`config.mk`:
```
export PLATFORM = sky130hd
export DESIGN_NAME = unpacker32to8
export DESIGN_NICKNAME = d
export VERILOG_FILES = /design/src/rtl/unpacker32to8.sv
export SDC_FILE = /design/constraint.sdc
export NUM_CORES = 1
export LEC_CHECK = 0
export BUFFER_PORTS_ARGS = -buffer_cell sky130_fd_sc_hd__buf_2
export CAP_MARGIN = 20
export CORE_ASPECT_RATIO = 1.25
export CORE_MARGIN = 3
export CORE_UTILIZATION = 50
export CTS_BUF_LIST = sky130_fd_sc_hd__clkbuf_4 sky130_fd_sc_hd__clkbuf_8
export DETAILED_ROUTE_END_ITERATION = 6
export HOLD_SLACK_MARGIN = 0.08
export PLACE_DENSITY = 0.78
export SKIP_LAST_GASP = 1
export SYNTH_ARGS = -nofsm -noshare
export SYNTH_HDL_FRONTEND = slang
export SYNTH_SLANG_ARGS = --single-unit
```
`constraint.sdc`:
```
create_clock -name clk -period 1.8 [get_ports clk]
set_input_delay 0.27 -clock clk [delete_from_list [all_inputs] [get_ports clk]]
set_output_delay 0.27 -clock clk [all_outputs]
set_load 0.05 [all_outputs]
```
`src/rtl/unpacker32to8.sv`:
```
// Unpacks byte-enabled words into a stream of bytes for the LVDS transmitter.
// Disabled bytes are skipped without bubbles; the next word loads on the final byte.
module unpacker32to8 #(
  parameter int DATA_LEN  = 32,
  parameter int BE_LEN    = 4,
  parameter int LVDS_LEN  = 8,
  parameter int MSB_FIRST = 0
) (
  input  logic                clk,
  input  logic                rst,
  input  logic                valid_in,
  output logic                ready_in,
  input  logic [DATA_LEN-1:0] data_in,
  input  logic [BE_LEN-1:0]   be_in,
  input  logic                last_in,
  output logic                valid_out,
  input  logic                ready_out,
  output logic [LVDS_LEN-1:0] data_out,
  output logic                last_out,
  output logic [15:0]         byte_cnt
);

  localparam logic IDLE  = 1'b0;
  localparam logic SHIFT = 1'b1;

  logic                state;
  logic [DATA_LEN-1:0] data_q;
  logic [BE_LEN-1:0]   mask_q;
  logic                last_q;
  logic [BE_LEN-1:0]   sel_oh;
  logic [BE_LEN-1:0]   mask_nx;
  logic [LVDS_LEN-1:0] sel_byte;
  logic                one_left;
  logic                accept;
  logic                xfer;

  // Later hits overwrite earlier ones, so scan order picks lowest or highest.
  always_comb begin
    int k;
    k        = 0;
    sel_oh   = '0;
    sel_byte = '0;
    for (int i = 0; i < BE_LEN; i++) begin
      k = (MSB_FIRST != 0) ? i : BE_LEN - 1 - i;
      if (mask_q[k]) begin
        sel_oh    = '0;
        sel_oh[k] = 1'b1;
        sel_byte  = data_q[k*LVDS_LEN +: LVDS_LEN];
      end
    end
  end

  assign mask_nx  = mask_q & ~sel_oh;
  assign one_left = (mask_q != '0) &&
                    ((mask_q & (mask_q - {{(BE_LEN-1){1'b0}}, 1'b1})) == '0);

  assign valid_out = !rst && (state == SHIFT);
  assign ready_in  = !rst && ((state == IDLE) ||
                     ((state == SHIFT) && one_left && ready_out));
  assign data_out  = valid_out ? sel_byte : '0;
  assign last_out  = valid_out && last_q && one_left;

  assign accept = valid_in && ready_in;
  assign xfer   = valid_out && ready_out;

  always_ff @(posedge clk) begin
    if (rst) begin
      state    <= IDLE;
      data_q   <= '0;
      mask_q   <= '0;
      last_q   <= 1'b0;
      byte_cnt <= '0;
    end else begin
      if (xfer)
        byte_cnt <= byte_cnt + 16'd1;
      if (accept) begin
        if (be_in != '0) begin
          state  <= SHIFT;
          data_q <= data_in;
          mask_q <= be_in;
          last_q <= last_in;
        end else begin
          state  <= IDLE;
          mask_q <= '0;
          last_q <= 1'b0;
        end
      end else if (xfer) begin
        mask_q <= mask_nx;
        if (mask_nx == '0)
          state <= IDLE;
      end
    end
  end

endmodule

```
Word-level counts from Yosys, hierarchy flattened

Cells that the tools add are included.

Flip-flop bits (word level): 54
Bits in latches: 0
Memory bits (writable): 0
ROM bits: 0
Output and inout port bits: 27
Logic and storage cells: 47
Memories: 0

$add $sub $neg: 2
Multiply operators: 0
Div/mod/pow operators: 0
Order comparisons: 0
Eq/ne operators: 0
Shift operators: 0
Muxes and demuxes: 17
Bitwise gates (word level): 4
Reduce and logical (&&, ||, !) cells: 19

Operators with widths:

| kind                                             | number |
|---|---|
| two-way mux 8 bit                                | 5 |
| two-way mux 4 bit                                | 7 |
| adder 16 x 1 -> 16 bit, second input constant    | 1 |
| logical AND 1 bit                                | 9 |
| AND 4 bit                                        | 2 |
| logical NOT 4 bit                                | 2 |
| nonzero test 4 bit                               | 2 |
| two-way mux 1 bit                                | 5 |
| NOT 4 bit                                        | 1 |
| AND reduction 2 bit                              | 2 |
| nonzero test 2 bit                               | 2 |
| subtractor 4 x 1 -> 4 bit, second input constant | 1 |
| logical NOT 1 bit                                | 1 |
| logical OR 1 bit                                 | 1 |
| NOT 1 bit                                        | 1 |

Depth between registers and ports, before layout

Depth after elaboration: 11
Mapped depth: 6
Mapped depth without buffers: 4

Least setup slack after synthesis

No wires, ideal clock.

Kind: input to output
Start: input port rst
End: output port last_out
Data arrival time: 2.365 ns
Data required time: 1.530 ns
Setup slack: -0.835 ns
Cell stages on the path: 6
Path buffers: 2
Cell sequence: clkbuf_1 -> nand2b_1 -> clkbuf_1 -> inv_1 -> nand2_1 -> a211oi_1

Cells in the longest elaborated chain, start to end: 4

Ends and longest elaborated chain:

| element                         | line | RTL |
|---|---|---|
| start, declared                 | 10   | `input logic rst,` |
| logical NOT 1 bit               | 57   | `assign valid_out = !rst && (state == SHIFT);` |
| logical AND 1 bit               | 57   |  |
| named net valid_out             | 16   | `output logic valid_out,` |
| logical AND 1 bit (2 in series) | 61   | `assign last_out = valid_out && last_q && one_left;` |
| end, declared                   | 19   | `output logic last_out,` |

The timed path passes the listed nets, and every way through them passes these cells.

Worst setup path in the final report

Start: register mask_q[2]
End: output port data_out[5]

Cells in the longest elaborated chain, start to end: 4

Ends and longest elaborated chain:

| element                         | line | RTL |
|---|---|---|
| start, declared                 | 28   | `logic [BE_LEN-1:0] mask_q;` |
| start signal, assigned          | 80   | `mask_q <= be_in;` |
| start signal, assigned          | 88   | `mask_q <= mask_nx;` |
| two-way mux 8 bit (3 in series) | 45   | `if (mask_q[k]) begin` |
| two-way mux 8 bit               | 60   | `assign data_out = valid_out ? sel_byte : '0;` |
| end, declared                   | 18   | `output logic [LVDS_LEN-1:0] data_out,` |

No other way between the ends.

==> summary.txt <==
Outcome
  • Status: finished with violations
  • Failing checks: negative setup slack

Worst hold path
  • Worst hold path type: in -> reg
  • Worst hold stages: 3

Clock network
  • CTS tree: built
  • Worst-case clock buffer depth: 2
  • Root buffer cell: clkbuf_8
  • Num CTS Buffers: 5
  • Cts hold-fix bufs: 0
  • CTS Sinks: 54
  • Clk Latency, worst-skew pair: around 300 ps
  • Htree depth: 2
  • Clock-pin slew on the worst setup and hold paths: 100 ps

Worst setup path
  • Most frequent CP cell: buf_6
  • R2R Setup Slk: -90 ps
  • Setup crit start kind: flop
  • CP Class: reg -> out
  • CP Capture Type: output port
  • Worst Reg-to-Reg Cells: 7
  • Critical path depth: 6
  • CP Data Required Time: about 1500 ps
  • Critical Path, Cell by Cell: buf_12 > nor2b_4 > buf_6 > a221oi_2 > nor3_2 > buf_6
  • Top delay family on crit path: buffers and inverters
  • Worst stage delay on the critical path: 400 ps
  • CP bufs+invs: 3
  • Largest fanout on the critical path: 7
  • Critical Path AT: between 1500 and 2000 ps
  • Crit-path slowest cell: dfxtp_4

Yosys
  • Main area contributors after synthesis: dfxtp_1 38%, nand2b_1 15%, mux2i_1 12%
  • Syn Std Cell Area: roughly 2800 µm²
  • Simple-gate portion of the synthesized area: 0.293
  • Yosys top cell area share: 0.385
  • Post-synth ARST share: 0
  • Primary FF master, synth: dfxtp_1
  • Yosys top cell by area: dfxtp_1
  • Compound-Gate Fraction of Synth Area: 0.114
  • Top cells by count, synth: 68 x nand2b_1, 54 x dfxtp_1, 33 x mux2i_1, 16 x clkbuf_1
  • #FFs+latches synth: 54
  • Unique masters post-synth: 41
  • Largest family of logic cells by synthesized area: simple AND/OR/NAND/NOR gates
  • Synth Area in XOR/XNOR: 0.0369
  • Ys Warns: 0
  • Synthesized net count: 349
  • Synthesized area per cell: 9.16 µm²
  • Number of synthesized flops with an enable pin: 0
  • Count leader, synth: nand2b_1
  • Sequential-to-total area share from yosys stat: 0.385
  • Multiplexer share of the synthesized area: 0.117
  • Post-Synthesis Cells: between 300 and 400
  • Post-synthesis adder-cell area fraction: 0.00801

Routing
  • DR DRC count: 0
  • Wire length per cell: 16.3 µm
  • DRT iter0 DRCs: 196
  • DRT Pass-1 Iters: 4
  • Via/cell ratio: 5.58
  • Antenna-violating nets left: 0
  • Via count: 2,533
  • Final wirelength: 7390 µm

Die
  • Die area: around 6600 µm²
  • I/O pins: approximately 70
  • Die W: between 70 and 80 µm
  • Starting density of the core: 0.534
  • Core area: 5260 µm²
  • Std-Cell Rows: 29
  • Die Height: around 90 µm

Final layout
  • Ratio of cells with drive above 1 in the final layout: 0.367
  • Ant. Diodes: 0
  • Fillcell total: between 300 and 400
  • Finished Cell Area: 3800 µm²
  • Area Growth Syn to Fin: 35.2%
  • Final #Nets: 433

STA
  • Hold Slack: between 200 and 250 ps
  • Final setup vio count: 31
  • Crit path time final: between 1500 and 2000 ps
  • Final setup skew: 5.39 ps
  • Hold Fails Final Rpt: 0
  • Slew Viols, Final: 0
  • Final WS setup: -122 ps
  • Fmax: ~0.52 GHz
  • RSZ-0062 raised after global routing: yes
  • Tcrit/Tclk final: 1.07
  • Max_slew headroom: 0.662
  • Worst Tran Pin Value: 503 ps

Power and ir drop
  • VDD IR max: between 0.6 and 0.7 mV
  • Internal power: between 1.5 and 2 mW
  • P_sw: approximately 0.82 mW
  • Comb pwr share: 0.243
  • Switching share of power: 0.296
  • Leakage: 1.54 nW
  • Clock share of power: 0.272
  • Flop pwr share: 0.484
  • PD cells: 729 nW/µm²

Place
  • Port buffer count: 67
  • RePlAce Congestion: 0.853
  • Pre-CTS setup slack: -54.7 ps
  • DP Area: around 3300 µm²
  • DP HPWL: between 4000 and 5000 µm

Global route
  • Grt ovf: 0
  • Global-route wire length before repair: about 12,000 µm
  • Global Route Usage Sum: 0.224
  • Initial antenna violation count: 0
  • Vias in the first global route: between 2,000 and 2,500
  • Pin count of the biggest net entering global routing: 59

Job
  • Max_cap viols: 0
[cell families after synthesis]
family / Yosys count
mux: 33
compound gates: 43
buf+inv: 26
fa+ha+maj: 2
flops: 54
simple gates: 138
xor+xnor: 11
[state kept, by name, summed over array words and instances, names as in the netlist]
signal    count
mask_q        4
state         1
last_q        1
byte_cnt     16
data_q       32
[layout by cell type (no fill, tap or decap), types with 6 or more instances in the layout]
master | netlist | routed
buf_4 | 0 | 27
mux2i_1 | 33 | 32
nand2_1 | 10 | 9
buf_6 | 4 | 9
nor3_2 | 0 | 7
dfxtp_1 | 54 | 46
o22ai_1 | 8 | 8
clkbuf_8 | 0 | 7
a21oi_1 | 10 | 10
nand3_1 | 6 | 6
nor2_1 | 11 | 11
nand2b_1 | 68 | 68
buf_2 | 0 | 57
nand4_1 | 11 | 11
[worst paths after layout]
path | from | to
setup / recovery | mask_q[2] | data_out[5]
hold / removal | data_in[8] | data_q[8]
setup reg to reg | mask_q[3] | data_q[10]
hold reg to reg | byte_cnt[15] | byte_cnt[15]
[power by group through the flow]
stage / clock, mW / combinational (mW) / sequential, mW
floorplan: 0 / 0.383 / 1.34
global route: 0.829 / 0.723 / 1.35
detailed placement: 0 / 0.519 / 1.35
CTS: 0.773 / 0.629 / 1.34
finish: 0.755 / 0.675 / 1.34
global placement: 0 / 0.509 / 1.35
[final cells by class]
cell class | count | area (µm²) | area share
Timing Repair Buffer | 97 | 674 | 0.177
Clock buffer | 7 | 96.3 | 0.0253
Inverter | 6 | 25.0 | 0.00658
Tap cell | 62 | 77.6 | 0.0204
Sequential cell | 54 | 1100 | 0.289
Clock inverter | 1 | 8.76 | 0.00230
Multi-Input combinational cell | 227 | 1820 | 0.479
[per-stage QoR]
| step | utilization | cells | total power, mW | TNS (ps) |
|---|---|---|---|---|
| 6_report | 0.723 | 454 | 2.77 | -1940 |
| 5_1_grt | 0.723 | 454 | 2.91 | -6010 |
| 4_1_cts | 0.704 | 450 | 2.74 | -2190 |
| 3_5_place_dp | 0.633 | 432 | 1.87 | -999 |
| 3_3_place_gp | 0.633 | 432 | 1.86 | 0 |
| 2_1_floorplan | - | 307 | 1.72 | -744 |
[per-layer routing]
| layer | wire length, µm | GRT usage |
|---|---|---|
| met1 | 2960 | 0.282 |
| met3 | 367 | 0.0480 |
| met2 | 3860 | 0.362 |
| met4 | 204 | 0.0938 |
| met5 | 0 | 0 |
[timing repair]
action,CTS,global route
endpoints found under the setup margin,43,46
pin swaps,9,3
gates resized for setup,36,15
gates cloned,2,0
setup buffers,8,4
[tightest hold or removal path, delay by kind of cell]
kind / cells / cell delay [ps]
multiplexers: 1 / 60
buffers and inverters: 1 / 90
AND/OR/NAND/NOR: 1 / 50
Power figures use the tool's default switching activity.
